### config.mk
export PLATFORM = sky130hd
export DESIGN_NAME = nibble_serial_adder
export DESIGN_NICKNAME = d
export VERILOG_FILES = /design/src/rtl/nibble_serial_adder.sv
export SDC_FILE = /design/constraint.sdc
export NUM_CORES = 1
export LEC_CHECK = 0
export CAP_MARGIN = 25
export CORE_ASPECT_RATIO = 0.6
export CORE_MARGIN = 2
export CORE_UTILIZATION = 56
export CTS_BUF_LIST = sky130_fd_sc_hd__clkbuf_16
export CTS_CLUSTER_DIAMETER = 60
export DETAILED_ROUTE_END_ITERATION = 7
export DONT_BUFFER_PORTS = 1
export PLACE_DENSITY = 0.8
export SLEW_MARGIN = 30
export SYNTH_ARGS = -nofsm -noshare
export SYNTH_HDL_FRONTEND = slang
export SYNTH_SLANG_ARGS = --single-unit
### constraint.sdc
create_clock -name clk -period 3.08 [get_ports clk]
set_clock_uncertainty 0.05 [all_clocks]
set_input_delay 0.308 -clock clk [delete_from_list [all_inputs] [get_ports clk]]
set_output_delay 0.308 -clock clk [all_outputs]
set_load 0.1 [all_outputs]
### src/rtl/nibble_serial_adder.sv
// Serial WIDTH-bit adder/subtractor. It feeds one 4-bit ripple-carry slice one
// nibble per cycle and keeps the carry registered between nibbles.

module full_adder4bit (
    input  logic [3:0] a,
    input  logic [3:0] b,
    input  logic       cin,
    output logic [3:0] sum,
    output logic       cout
);
    logic [4:0] c;

    assign c[0] = cin;

    genvar gi;
    generate
        for (gi = 0; gi < 4; gi++) begin : g_bit
            assign sum[gi]  = a[gi] ^ b[gi] ^ c[gi];
            assign c[gi+1]  = (a[gi] & b[gi]) | (c[gi] & (a[gi] ^ b[gi]));
        end
    endgenerate

    assign cout = c[4];
endmodule

module nibble_serial_adder #(
    parameter int WIDTH   = 16,
    parameter int NIBBLES = WIDTH / 4
) (
    input  logic             clk,
    input  logic             rst,
    input  logic             in_valid,
    output logic             in_ready,
    input  logic [WIDTH-1:0] A,
    input  logic [WIDTH-1:0] B,
    input  logic             Cin,
    input  logic             Sub,
    output logic             out_valid,
    input  logic             out_ready,
    output logic [WIDTH-1:0] Sum,
    output logic             Carry,
    output logic             Overflow
);
    localparam int IDX_W = (NIBBLES > 1) ? $clog2(NIBBLES) : 1;
    localparam logic [IDX_W-1:0] LAST_IDX = IDX_W'(NIBBLES - 1);

    typedef enum logic [1:0] {
        IDLE,
        ADD,
        DONE
    } state_t;

    state_t           state_reg, state_next;
    logic [WIDTH-1:0] a_reg, a_next;
    logic [WIDTH-1:0] b_reg, b_next;      // holds B, or ~B for subtraction
    logic [WIDTH-1:0] sum_reg, sum_next;
    logic [IDX_W-1:0] idx_reg, idx_next;
    logic             carry_reg, carry_next;
    logic             cout_reg, cout_next;
    logic             ovf_reg, ovf_next;

    logic [3:0] a_nib [NIBBLES];
    logic [3:0] b_nib [NIBBLES];
    logic [3:0] fa_a, fa_b, fa_sum;
    logic       fa_cout;

    genvar gi;
    generate
        for (gi = 0; gi < NIBBLES; gi++) begin : g_nib
            assign a_nib[gi] = a_reg[4*gi +: 4];
            assign b_nib[gi] = b_reg[4*gi +: 4];
        end
    endgenerate

    assign fa_a = a_nib[idx_reg];
    assign fa_b = b_nib[idx_reg];

    full_adder4bit u_slice (
        .a    (fa_a),
        .b    (fa_b),
        .cin  (carry_reg),
        .sum  (fa_sum),
        .cout (fa_cout)
    );

    always_comb begin
        state_next = state_reg;
        a_next     = a_reg;
        b_next     = b_reg;
        sum_next   = sum_reg;
        idx_next   = idx_reg;
        carry_next = carry_reg;
        cout_next  = cout_reg;
        ovf_next   = ovf_reg;

        case (state_reg)
            IDLE: begin
                if (in_valid) begin
                    a_next     = A;
                    b_next     = Sub ? ~B : B;
                    carry_next = Sub ? 1'b1 : Cin;
                    idx_next   = '0;
                    state_next = ADD;
                end
            end
            ADD: begin
                for (int i = 0; i < NIBBLES; i++) begin
                    if (idx_reg == IDX_W'(i)) begin
                        sum_next[4*i +: 4] = fa_sum;
                    end
                end
                carry_next = fa_cout;
                idx_next   = idx_reg + 1'b1;
                if (idx_reg == LAST_IDX) begin
                    // Carry into the MSB is a^b^sum of that bit; overflow is it xor carry out.
                    cout_next  = fa_cout;
                    ovf_next   = a_reg[WIDTH-1] ^ b_reg[WIDTH-1] ^ fa_sum[3] ^ fa_cout;
                    idx_next   = '0;
                    state_next = DONE;
                end
            end
            DONE: begin
                if (out_ready) begin
                    state_next = IDLE;
                end
            end
            default: state_next = IDLE;
        endcase
    end

    always_ff @(posedge clk) begin
        if (rst) begin
            state_reg <= IDLE;
            a_reg     <= '0;
            b_reg     <= '0;
            sum_reg   <= '0;
            idx_reg   <= '0;
            carry_reg <= 1'b0;
            cout_reg  <= 1'b0;
            ovf_reg   <= 1'b0;
        end else begin
            state_reg <= state_next;
            a_reg     <= a_next;
            b_reg     <= b_next;
            sum_reg   <= sum_next;
            idx_reg   <= idx_next;
            carry_reg <= carry_next;
            cout_reg  <= cout_next;
            ovf_reg   <= ovf_next;
        end
    end

    assign in_ready  = (state_reg == IDLE);
    assign out_valid = (state_reg == DONE);
    assign Sum       = sum_reg;
    assign Carry     = cout_reg;
    assign Overflow  = ovf_reg;
endmodule

== Yosys cells after proc, flatten, opt, wreduce, memory -nomap -nowiden ==
Cells that the tools add are included.

* Logic and storage cells: 73
* Latch bits: 0
* Register bits: 55
* RAM bits: 0
* ROM bits: 0
* Memories: 0
* Input port bits: 38
* Output and inout port bits: 20

* Muxes and demuxes: 17
* Shift-type cells: 0
* Div/mod/pow operators: 0
* Multiply operators: 0
* Magnitude comparators: 1
* Eq/ne operators: 8
* Reductions and logical operators: 10
* Add/subtract/negate cells: 1
* Bitwise gates (word level): 25

{| class="wikitable"
|+ Operators by type and width
! kind !! count
|-
| $bmux W4 S2 || 2
|-
| $mux W16 || 1
|-
| $mux W4 || 4
|-
| $not A16 Y16 || 1
|-
| $reduce_and A2 Y1 || 6
|-
| $xor A1 B1 Y1 || 11
|-
| $mux W2 || 5
|-
| $and A1 B1 Y1 || 8
|-
| $eq A2 B2 Y1 const B || 3
|-
| $pmux W2 S3 || 1
|-
| $eq A2 B1 Y1 const B || 2
|-
| $logic_not A2 Y1 || 2
|-
| $ne A2 B2 Y1 const B || 2
|-
| $or A1 B1 Y1 || 4
|-
| $pmux W2 S2 || 1
|-
| $ge A3 B3 Y1 const B || 1
|-
| $not A2 Y3 || 1
|-
| $reduce_and A3 Y1 || 1
|-
| $add A2 B1 Y2 const B || 1
|-
| $mux W1 || 2
|-
| $ne A2 B1 Y1 const B || 1
|-
| $pmux W1 S2 || 1
|-
| $reduce_bool A2 Y1 || 1
|}

== Longest topological paths before layout ==
Gate-level depths: netlist (run 1).

* Depth in word-level cells: 14
* Depth in mapped cells: 12
* Mapped depth without buffers: 11

== Cells and area by module ==
Synthesis (run 1) repeated with hierarchy kept, for this count alone.

* Cell total of the unflattened synthesis: 270
* Area, all modules: 2523.7 µm²

{| class="wikitable"
|+ By module, submodules not included
! module !! area each (µm²) !! times used !! seq. area each (µm²) !! cells each
|-
| nibble_serial_adder || 2406.1 || 1 || 1101.1 || 256
|-
| full_adder4bit || 117.6 || 1 || 0.0 || 14
|}

== Least setup slack after synthesis (run 1) ==
No wires, ideal clock.

* Path kind: register to register
* Start: register idx_reg[0]
* End: register ovf_reg, in the netlist Overflow
* Arrival: 3.112 ns
* Library setup time: 0.080 ns
* Clock period less this slack: 3.242 ns
* Setup slack: -0.162 ns
* Stages on the path, launching flop included: 13
* Data required time: 2.950 ns
* Path buffers: 1
* Cell sequence: dfxtp_1 > buf_2 > mux4_2 > fa_1 > inv_1 > fa_1 > inv_1 > fa_1 > inv_1 > fa_1 > xnor2_1 > xnor2_1 > a211oi_2

* Longest elaborated chain between the ends: 14
* Elaborated cells between the ends (all ways): 28
* Those cells by class: eq/ne: 1; mux: 6; bitwise: 20; reduce/logical: 1

{| class="wikitable"
|+ Ends and longest elaborated chain
! what !! RTL line !! source
|-
| from (decl) || 57 || <nowiki>logic [IDX_W-1:0] idx_reg, idx_next;</nowiki>
|-
| from (signal assigned) || 146 || <nowiki>idx_reg <= idx_next;</nowiki>
|-
| $not A2 Y3 (implied by the code) || 75, 76 ||
|-
| $bmux W4 S2 (on tied branches) || 75, 76 ||
|-
| $mux W4 (on tied branches) (2 in a row) || 75, 76 ||
|-
| $xor A1 B1 Y1 || 19 || <nowiki>assign c[gi+1] = (a[gi] & b[gi]) | (c[gi] & (a[gi] ^ b[gi]));</nowiki>
|-
| $and A1 B1 Y1 || 19 ||
|-
| $or A1 B1 Y1 || 19 ||
|-
| $and A1 B1 Y1 || 19 ||
|-
| $or A1 B1 Y1 || 19 ||
|-
| $and A1 B1 Y1 || 19 ||
|-
| $or A1 B1 Y1 || 19 ||
|-
| $xor A1 B1 Y1 or $and A1 B1 Y1 (tied branches) || 18, 19 ||
|-
| $xor A1 B1 Y1 or $or A1 B1 Y1 (tied branches) || 117, 19 ||
|-
| $xor A1 B1 Y1 || 117 || <nowiki>ovf_next = a_reg[WIDTH-1] ^ b_reg[WIDTH-1] ^ fa_sum[3] ^ fa_cout;</nowiki>
|-
| to (signal assigned) || 149 || <nowiki>ovf_reg <= ovf_next;</nowiki>
|-
| to (decl) || 60 || <nowiki>logic ovf_reg, ovf_next;</nowiki>
|}

Several ways; a longest one is shown, not always the timed one. The select of a mux whose other input is x is not followed.
A chain may end at the register's enable or synchronous reset.

== Final worst setup path (run 1) ==
Same ends and word-level chain as after synthesis.

==> results of run 1 <==
==> power groups by stage <==
stage / Sequential, W / Clock, W / Combinational (W)
floorplan: 0.000840 / 0 / 0.000194
global placement: 0.000850 / 0 / 0.000203
detailed placement: 0.000852 / 0 / 0.000208
CTS: 0.000837 / 0.000731 / 0.000210
global route: 0.000840 / 0.000762 / 0.000235
finish: 0.000836 / 0.000723 / 0.000215
==> repair_timing <==
action / 4_1_cts / 5_1_grt
hold buffers: 0 / 0
setup buffers: 0 / 1
gates resized for setup: 0 / 3
endpoints found under the setup margin: 0 / 1
==> worst min path at each step <==
stage,startpoint,to,cells past startpoint
CTS,rst,Sum[13]$_SDFFE_PP0P_,1
global route,rst,Sum[13]$_SDFFE_PP0P_,1
finish,rst,idx_reg[0]$_SDFFE_PP0P_,1
floorplan,a_reg[10]$_SDFFE_PP0P_,a_reg[10]$_SDFFE_PP0P_,2
detailed placement,rst,idx_reg[1]$_SDFFE_PP0P_,1
global placement,rst,Carry$_SDFFE_PP0P_,1
==> cell usage in the layout, fill, tap and decap left out, types with 2 or more instances in the layout <==
| cell type | count |
|---|---|
| a211oi_1 | 22 |
| a211oi_2 | 4 |
| a21oi_1 | 18 |
| and3b_1 | 4 |
| buf_4 | 7 |
| bufinv_16 | 2 |
| clkbuf_16 | 5 |
| dfxtp_1 | 53 |
| dfxtp_4 | 2 |
| fa_2 | 4 |
| ha_1 | 4 |
| inv_1 | 8 |
| inv_2 | 3 |
| mux2i_1 | 9 |
| mux4_2 | 8 |
| nand2_1 | 33 |
| nor2_1 | 36 |
| xnor2_1 | 18 |
==> per-layer routing <==
metal / up-vias / global-route usage [%] / wire, um
li1: 867 / - / -
met1: 826 / 28.9 / 2520
met5: - / 0 / 0
met3: 8 / 7.59 / 395
met2: 60 / 32.1 / 2340
met4: 0 / 9.09 / 97
==> layout make-up <==
type | count | area, um^2
tap | 60 | 75.1
multi-input combinational | 174 | 1290
timing repair buffer | 8 | 72.6
inverter | 11 | 41.3
clock buffer | 5 | 125
fill | 356 | 1450
sequential | 55 | 1110
clock inverter | 3 | 67.6
==> per-stage QoR <==
| stage | instances | utilization, % |
|---|---|---|
| 2_1_floorplan | 263 | - |
| 3_5_place_dp | 307 | 60.8 |
| 5_1_grt | 316 | 65.7 |
| 4_1_cts | 315 | 65.4 |
| 6_report | 316 | 65.7 |
| 3_3_place_gp | 307 | 60.8 |
==> cells by family after synthesis <==
logic type | after synthesis | share of synthesized area, %
AOI/OAI and AO/OA | 48 | 13.1
xor gates and xnor gates | 19 | 6.56
adders and majority gates | 8 | 5.13
buffers and inverters | 34 | 6.76
DFF | 55 | 43.4
muxes | 18 | 11.1
and+or+nand+nor | 81 | 13.9
==> worst max-delay path, delay by kind of cell (launching register included) <==
family,cells,cell delay (ns)
DFF,1,0.37
adders and majority gates,4,1.33
muxes,1,0.51
AOI/OAI and AO/OA,1,0.10
buffers and inverters,3,0.16
xor gates and xnor gates,2,0.34
==> impl_metrics.csv, run 1 <==
group,metric,value,unit
run_status,status,"finished clean",
synth,post-synth-top-count-cell,"dfxtp_1",
synth,synth-seq-area-share,43.4,%
layout,synthToLayoutAreaGrowth,9.72,%
clocking,cts_sinks,55,
placed_design,port_buffers,0,
floorplan,io_pins,58,
placed_design,dpl_cell_area,0.00258,mm^2
placed_design,gp_congestion,0.745,
floorplan,die_w,90.9,um
sta,setup_viol,0,
setup_path,regToRegSetupSlack,0.08,ns
setup_path,r2r_start,"idx_reg[0]$_SDFFE_PP0P_",
setup_path,slowest_stage,"mux4_2",
floorplan,coreArea,0.00423,mm^2
drt,drt-wirelength-per-cell,17.0,um
setup_path,cp.required,3.19,ns
sta,grt_setup_unrepaired,"true",
placed_design,dp_hpwl,3650,um
power,p_int,0.00132,W
power,p_total,0.00177,W
grt,grt_max_degree,57,
setup_path,crit_arrival,3.11,ns
clocking,cts_tree,"yes",
sta,slew_headroom,33.2,%
grt,grt_overflow,0,
drt,via_per_inst,5.57,
synth,synth_cells,263,
drt,drtIter0Drc,98,
setup_path,cp-startpoint,"idx_reg[0]$_SDFFE_PP0P_",
sta,holdWs,0.0297,ns
synth,ys_warn_count,0,
clocking,clk_pin_slew_worst_paths,0.07,ns
sta,period_needed,3.00,ns
drt,wl,5360,um
grt,grtUsageTotal,21.7,%
power,seq_power_share,47.1,%
power,p_per_area,638,mW/mm^2
clocking,root_buffer,"clkbuf_16",
synth,synth_seq_cells,55,
layout,fin_area,0.00278,mm^2
power,p_leak,0.977,nW
synth,synthDominantCellAreaShare,43.4,%
synth,synth_edf_count,0,
drt,vias,1761,
setup_path,slowest_delay,0.51,ns
clocking,cts_max_level,2,
grt,antenna_found_initial,0,
power,ir_drop,0.277,mV
clocking,clock_path_buffers,2,
floorplan,die-area,0.00510,mm^2
layout,diodes,0,
synth,avgSynthCellArea,9.64,um^2
synth,syn_nets,309,
floorplan,start_util,59.9,%
sta,setup_tns,0,ns
sta,final_hold_viol_count,0,
power,pwr-share-clk,40.8,%
hold_path,hold_class,"in -> reg",
sta,clock.fmax,333,MHz
setup_path,endpoint,"Overflow$_SDFFE_PP0P_",
synth,synthTopCellsByCount,"dfxtp_1 (55), nor2_1 (37), nand2_1 (33), a211oi_1 (22), xnor2_1 (19)",
layout,drive_above_1_share,16.4,%
power,netSwitchingFraction,25.6,%
setup_path,path_max_fanout,2,
synth,synth-main-ff-cell,"dfxtp_1",
setup_path,r2r_end,"Overflow$_SDFFE_PP0P_",
sta,tightestPinTransition,1.00,ns
job,drv_cap,0,
clocking,clk_latency,0.29,ns
floorplan,die_h,56.1,um
drt,ant_nets,0,
drt,drc,0,
setup_path,cp-end-kind,"register",
synth,synth_top_cell_by_area,"dfxtp_1",
drt,first_pass_iters,4,
placed_design,pre_cts_ws,0.0246,ns
setup_path,path_cells,"mux4_2, fa_2, inv_2, fa_2, inv_2, fa_2, inv_2, fa_2, xnor2_2, xnor2_1, a211oi_2",
sta,fin_crit_sh,97.4,%
layout,final_nets,301,
setup_path,start_kind,"register",
grt,grt_pass1_wl,8540,um
synth,yosys-top-cells-area,"dfxtp_1 (43%), mux4_2 (7.1%), xnor2_1 (6.6%)",
clocking,cts_buffers,5,
setup_path,r2r.worst_path.cells,11,
setup_path,critical_path_class,"reg -> reg",
synth,synthDistinctLibCells,29,
synth,synthArstFlopShare,0,%
synth,netlist_area,0.00253,mm^2
sta,slew_violations,0,
setup_path,crit_top_cell,"fa_2",
power,p_sw,0.000453,W
sta,fin_ws,0.0798,ns
power,comb_power_share,12.1,%
grt,grt_pass1_vias,1714,
floorplan,fp-row-count,18,
Power figures use the tool's default switching activity.
==> run 2: changes to the inputs <==
--- a/config.mk
+++ b/config.mk
@@ -8,12 +8,13 @@
 export CAP_MARGIN = 25
 export CORE_ASPECT_RATIO = 0.6
 export CORE_MARGIN = 2
-export CORE_UTILIZATION = 56
+export CORE_UTILIZATION = 40
 export CTS_BUF_LIST = sky130_fd_sc_hd__clkbuf_16
 export CTS_CLUSTER_DIAMETER = 60
 export DETAILED_ROUTE_END_ITERATION = 7
 export DONT_BUFFER_PORTS = 1
-export PLACE_DENSITY = 0.8
+export MAX_ROUTING_LAYER = met4
+export PLACE_DENSITY = 0.62
 export SLEW_MARGIN = 30
 export SYNTH_ARGS = -nofsm -noshare
 export SYNTH_HDL_FRONTEND = slang
==> run 2 against run 1 <==
  * Clock-buffer cell count unchanged
  * Non-clock buffer count unchanged
  * Worst setup slack better by 0.045 ns
  * Highest routed layer unchanged
==> impl_metrics.csv, run 2 (synthesis gave the netlist of run 1 again) <==
group,metric,value,unit
clocking,clk_pin_slew_worst_paths,0.07,ns
floorplan,die-area,0.00701,mm^2
hold_path,hold_class,"in -> reg",
grt,grtUsageMet1,23.9,%
sta,setup_viol,0,
drt,first_pass_iters,4,
power,p_per_area,607,mW/mm^2
sta,setup_tns,0,ns
grt,gr-usage-met2,20.9,%
sta,grt_setup_unrepaired,"false",
setup_path,cp-end-kind,"register",
clocking,cts_max_level,2,
layout,diodes,0,
sta,tightestPinTransition,1.00,ns
grt,busiest_layer,"met1",
power,comb_power_share,12.8,%
layout,regArea,0.00111,mm^2
power,p_leak,0.969,nW
layout,layout_commonest_cell,"dfxtp_1",
clocking,clock_path_buffers,2,
power,pwr-share-clk,38.1,%
power,p_int,0.00124,W
grt,met3_usage,5.16,%
grt,grtUsageTotal,16.0,%
setup_path,crit_arrival,3.06,ns
sta,slew_violations,0,
power,p_sw,0.000451,W
layout,synthToLayoutAreaGrowth,9.97,%
drt,drc,0,
setup_path,regToRegSetupSlack,0.13,ns
sta,fin_crit_sh,95.9,%
placed_design,port_buffers,0,
setup_path,cp-startpoint,"idx_reg[0]$_SDFFE_PP0P_",
floorplan,coreArea,0.00611,mm^2
placed_design,gp_congestion,0.778,
sta,period_needed,2.95,ns
setup_path,path_max_fanout,2,
setup_path,endpoint,"Overflow$_SDFFE_PP0P_",
power,seq_power_share,49.1,%
layout,drive_above_1_share,16.0,%
clocking,cts_buffers,5,
layout,final_nets,301,
placed_design,dp_hpwl,3680,um
floorplan,start_util,41.5,%
job,drv_cap,0,
sta,slew_headroom,33.0,%
setup_path,start_kind,"register",
setup_path,r2r_start,"idx_reg[0]$_SDFFE_PP0P_",
sta,clock.fmax,338,MHz
power,ir_drop,0.302,mV
drt,wl,5210,um
grt,grt_max_degree,57,
layout,multi_input_area,0.00129,mm^2
layout,fillCellCount,597,
setup_path,r2r_end,"Overflow$_SDFFE_PP0P_",
drt,vias,1728,
drt,drtIter0Drc,51,
floorplan,fp-row-count,22,
drt,drt-wirelength-per-cell,15.3,um
sta,final_hold_viol_count,0,
grt,antenna_found_initial,0,
power,netSwitchingFraction,26.6,%
layout,final_cell_mix,"dfxtp_1 (53), nor2_1 (36), nand2_1 (33)",
run_status,status,"finished clean",
clocking,root_buffer,"clkbuf_16",
setup_path,critical_path_class,"reg -> reg",
drt,ant_nets,0,
setup_path,r2r.worst_path.cells,11,
drt,via_per_inst,5.08,
floorplan,die_h,65.7,um
power,p_total,0.00169,W
floorplan,die_w,107,um
clocking,cts_tree,"yes",
clocking,clk_latency,0.29,ns
grt,grt_overflow,0,
grt,grt_pass1_vias,1587,
floorplan,io_pins,58,
clocking,cts_sinks,55,
setup_path,cp.required,3.19,ns
grt,grt_pass1_wl,8420,um
run 2: cell types whose count changed in the layout (fill, tap and decap cells not counted):
cell / before / now
inv_2: 3 / 2
dfxtp_2: 0 / 1
inv_1: 8 / 9
inv_6: 0 / 1
bufinv_16: 2 / 1
dfxtp_4: 2 / 1
run 2: what timing repair did:
item / in CTS / in global routing
hold buffers: 0 / 0
gates resized for setup: 0 / 1
endpoints found under the setup margin: 0 / 1
buffers inserted: 0 / 1
run 2: final cells by class:
class / count / share of cell area (%)
Multi-Input combinational cell: 174 / 46.3
Sequential cell: 55 / 39.7
Clock inverter: 3 / 1.66
Timing Repair Buffer: 8 / 2.60
Inverter: 11 / 1.48
Clock buffer: 5 / 4.49
Tap cell: 84 / 3.77
run 2: power by group through the flow:
stage	logic, W	clock network [W]	registers, W
final	0.000217	0.000644	0.000832
after global placement	0.000209	0	0.000847
after floorplan	0.000194	0	0.000840
after global routing	0.000240	0.000699	0.000838
after CTS	0.000214	0.000663	0.000832
after detailed placement	0.000212	0	0.000849
run 2: per-layer routing:
layer  wire (um)  share of wire (%)
met1        2770                 53
met2        2080                 40
met3         327                6.3
met4          25               0.48
met5           0                  0
run 2: worst min path at each step:
stage,start,endpoint,slack [ns],depth (start not counted)
final,rst,a_reg[8]$_SDFFE_PP0P_,0.03,1
after global routing,rst,a_reg[0]$_SDFFE_PP0P_,0.01,1
after CTS,rst,Carry$_SDFFE_PP0P_,0.02,1
after detailed placement,rst,Carry$_SDFFE_PP0P_,0.33,1
after global placement,rst,Overflow$_SDFFE_PP0P_,0.33,1
after floorplan,a_reg[10]$_SDFFE_PP0P_,a_reg[10]$_SDFFE_PP0P_,0.38,2
run 2: per-stage QoR:
step | worst slack (ns) | util, % | hold WS [ns] | cells | instance area, um^2
detailed placement | 0.0244 | 42.6 | 0.334 | 331 | 2610
global route | 0.0108 | 45.6 | 0.0127 | 340 | 2790
finish | 0.125 | 45.6 | 0.0336 | 340 | 2790
floorplan | -0.00801 | - | 0.383 | 263 | 2570
global placement | 0.0835 | 42.6 | 0.332 | 331 | 2610
CTS | 0.00640 | 45.5 | 0.0246 | 339 | 2780
run 2: critical path, cell delays in order (launching register included):
cell      delay (ns)
dfxtp_4         0.37
mux4_2          0.52
fa_2            0.37
inv_2           0.06
fa_2            0.16
inv_1           0.05
fa_2            0.33
inv_2           0.06
fa_2            0.45
xnor2_2         0.15
xnor2_1         0.16
a211oi_2        0.08
==> run 3: changes to the inputs <==
--- a/config.mk
+++ b/config.mk
@@ -5,6 +5,7 @@
 export SDC_FILE = /design/constraint.sdc
 export NUM_CORES = 1
 export LEC_CHECK = 0
+export ABC_CLOCK_PERIOD_IN_PS = 3080
 export CAP_MARGIN = 25
 export CORE_ASPECT_RATIO = 0.6
 export CORE_MARGIN = 2
@@ -12,9 +13,8 @@
 export CTS_BUF_LIST = sky130_fd_sc_hd__clkbuf_16
 export CTS_CLUSTER_DIAMETER = 60
 export DETAILED_ROUTE_END_ITERATION = 7
-export DONT_BUFFER_PORTS = 1
 export MAX_ROUTING_LAYER = met4
-export PLACE_DENSITY = 0.62
+export PLACE_DENSITY = 0.75
 export SLEW_MARGIN = 30
 export SYNTH_ARGS = -nofsm -noshare
 export SYNTH_HDL_FRONTEND = slang
==> run 3 against run 2 <==
  * Register-to-register slack lost 0.02 ns
  * Final cell count grew 16%
  * Global-route usage grew 1.5 points
  * Critical path type unchanged
  * Via count grew 9.3%
  * Combinational power grew 59%
==> impl_metrics.csv, run 3 (synthesis gave the netlist of run 1 again) <==
group,metric,value,unit
power,pwr-share-clk,33.6,%
run_status,status,"finished clean",
power,p_per_area,513,mW/mm^2
setup_path,r2r_start,"idx_reg[0]$_SDFFE_PP0P_",
sta,grt_setup_unrepaired,"false",
drt,drt-wirelength-per-cell,13.6,um
sta,tightestPinTransition,0.981,ns
layout,fin_cells,394,
sta,period_needed,2.98,ns
layout,final_nets,355,
grt,grt_max_degree,57,
drt,drc,0,
setup_path,path_max_fanout,2,
drt,vias,1888,
drt,first_pass_iters,4,
sta,clock.fmax,336,MHz
sta,slew_headroom,34.4,%
clocking,cts_tree,"yes",
clocking,cts_max_level,2,
placed_design,dp_cells,385,
drt,wl,5370,um
setup_path,crit_top_cell,"fa_2",
clocking,clock_path_buffers,2,
layout,drive_above_1_share,13.2,%
placed_design,port_buffers,57,
power,p_int,0.00121,W
sta,final_hold_viol_count,0,
power,netSwitchingFraction,28.4,%
clocking,clk_pin_slew_worst_paths,0.07,ns
clocking,clk_latency,0.30,ns
grt,grt_pass1_vias,1764,
layout,diodes,0,
hold_path,hold_path_startpoint,"a_reg[7]$_SDFFE_PP0P_",
layout,finalCoreUtilization,54.0,%
layout,layout_commonest_cell,"dfxtp_1",
floorplan,start_util,41.5,%
placed_design,gp_congestion,0.796,
clocking,cts_sinks,55,
setup_path,cp-end-kind,"register",
layout,final_cell_mix,"dfxtp_1 (53), clkdlybuf4s50_1 (52), nor2_1 (37)",
floorplan,die-area,0.00701,mm^2
grt,grt_overflow,0,
placed_design,dp_hpwl,4020,um
layout,synthToLayoutAreaGrowth,30.1,%
clocking,cts_buffers,5,
hold_path,hold_class,"reg -> reg",
setup_path,cp-startpoint,"idx_reg[0]$_SDFFE_PP0P_",
floorplan,fp-row-count,22,
sta,slew_violations,0,
setup_path,crit_arrival,3.09,ns
setup_path,critical_path_class,"reg -> reg",
floorplan,die_w,107,um
power,comb_power_share,20.4,%
grt,grt_pass1_wl,9000,um
setup_path,path_cells,"mux4_2, fa_2, inv_2, fa_2, inv_1, fa_2, inv_2, fa_2, xnor2_2, xnor2_1, a211oi_2",
floorplan,die_h,65.7,um
setup_path,slowest_delay,0.51,ns
setup_path,slowest_stage,"mux4_2",
sta,fin_crit_sh,96.7,%
power,ir_drop,0.242,mV
grt,antenna_found_initial,0,
grt,grtUsageTotal,17.5,%
setup_path,start_kind,"register",
floorplan,io_pins,58,
drt,drtIter0Drc,84,
setup_path,cp.required,3.19,ns
clocking,cts.hold.buffers_added,0,
floorplan,coreArea,0.00611,mm^2
clocking,root_buffer,"clkbuf_16",
drt,ant_nets,0,
job,drv_cap,0,
sta,setup_viol,0,
layout,fillCellCount,588,
drt,via_per_inst,4.79,
power,p_sw,0.000480,W
power,p_leak,1.16,nW
power,seq_power_share,46.1,%
[run 3: worst paths after layout]
path	to	slack, ns	cells after the start
max	Overflow$_SDFFE_PP0P_	0.10	11
min	a_reg[7]$_SDFFE_PP0P_	0.40	2
max reg2reg	Overflow$_SDFFE_PP0P_	0.10	11
min reg2reg	a_reg[7]$_SDFFE_PP0P_	0.40	2
[run 3: routing by layer]
layer	track usage, %	part of all wire (%)	vias up	wire length, um
li1	-	-	977	-
met1	25.1	52	848	2770
met2	23.2	41	54	2220
met3	4.17	5.3	9	284
met4	7.31	1.6	0	88
met5	-	0	-	0
[run 3: worst max-delay path, delay by kind of cell (launching register included)]
| family | cells | cell delay, ns |
|---|---|---|
| adder cells (fa/ha/maj) | 4 | 1.33 |
| multiplexers | 1 | 0.51 |
| flip-flops | 1 | 0.37 |
| XOR/XNOR | 2 | 0.34 |
| buffers and inverters | 3 | 0.17 |
| AO/OA/AOI/OAI | 1 | 0.08 |
[run 3: area by class of cell]
| type | count | area, um^2 | area share (%) |
|---|---|---|---|
| clock buffer | 5 | 125 | 3.80 |
| clock inverter | 3 | 25.0 | 0.759 |
| inverter | 11 | 41.3 | 1.25 |
| multi-input combinational | 174 | 1290 | 39.0 |
| sequential | 55 | 1110 | 33.5 |
| tap | 84 | 105 | 3.19 |
| timing repair buffer | 62 | 608 | 18.4 |
[run 3: what timing repair did]
action | CTS | global route
gates resized for setup | 0 | 1
endpoints found under the setup margin | 1 | 1
buffers inserted | 1 | 0
pin swaps | 1 | 0
[run 3: power by group through the flow]
stage | logic, W | clock network (W) | registers (W)
2_1_floorplan | 0.000194 | 0 | 0.000840
3_3_place_gp | 0.000337 | 0 | 0.000794
3_5_place_dp | 0.000342 | 0 | 0.000796
4_1_cts | 0.000347 | 0.000578 | 0.000780
5_1_grt | 0.000374 | 0.000616 | 0.000784
6_report | 0.000344 | 0.000567 | 0.000779
[run 3: metrics by stage]
step | power (W) | cell area (um^2) | hold WS, ns | setup WS (ns) | TNS, ns
final | 0.00169 | 3300 | 0.405 | 0.103 | 0
after global routing | 0.00177 | 3300 | 0.431 | 0.0115 | 0
after CTS | 0.00170 | 3290 | 0.408 | 0.0453 | 0
after detailed placement | 0.00114 | 3130 | 0.401 | -0.00257 | -0.00257
after global placement | 0.00113 | 3130 | 0.392 | 0.0493 | 0
after floorplan | 0.00103 | 2570 | 0.383 | -0.00801 | -0.00801
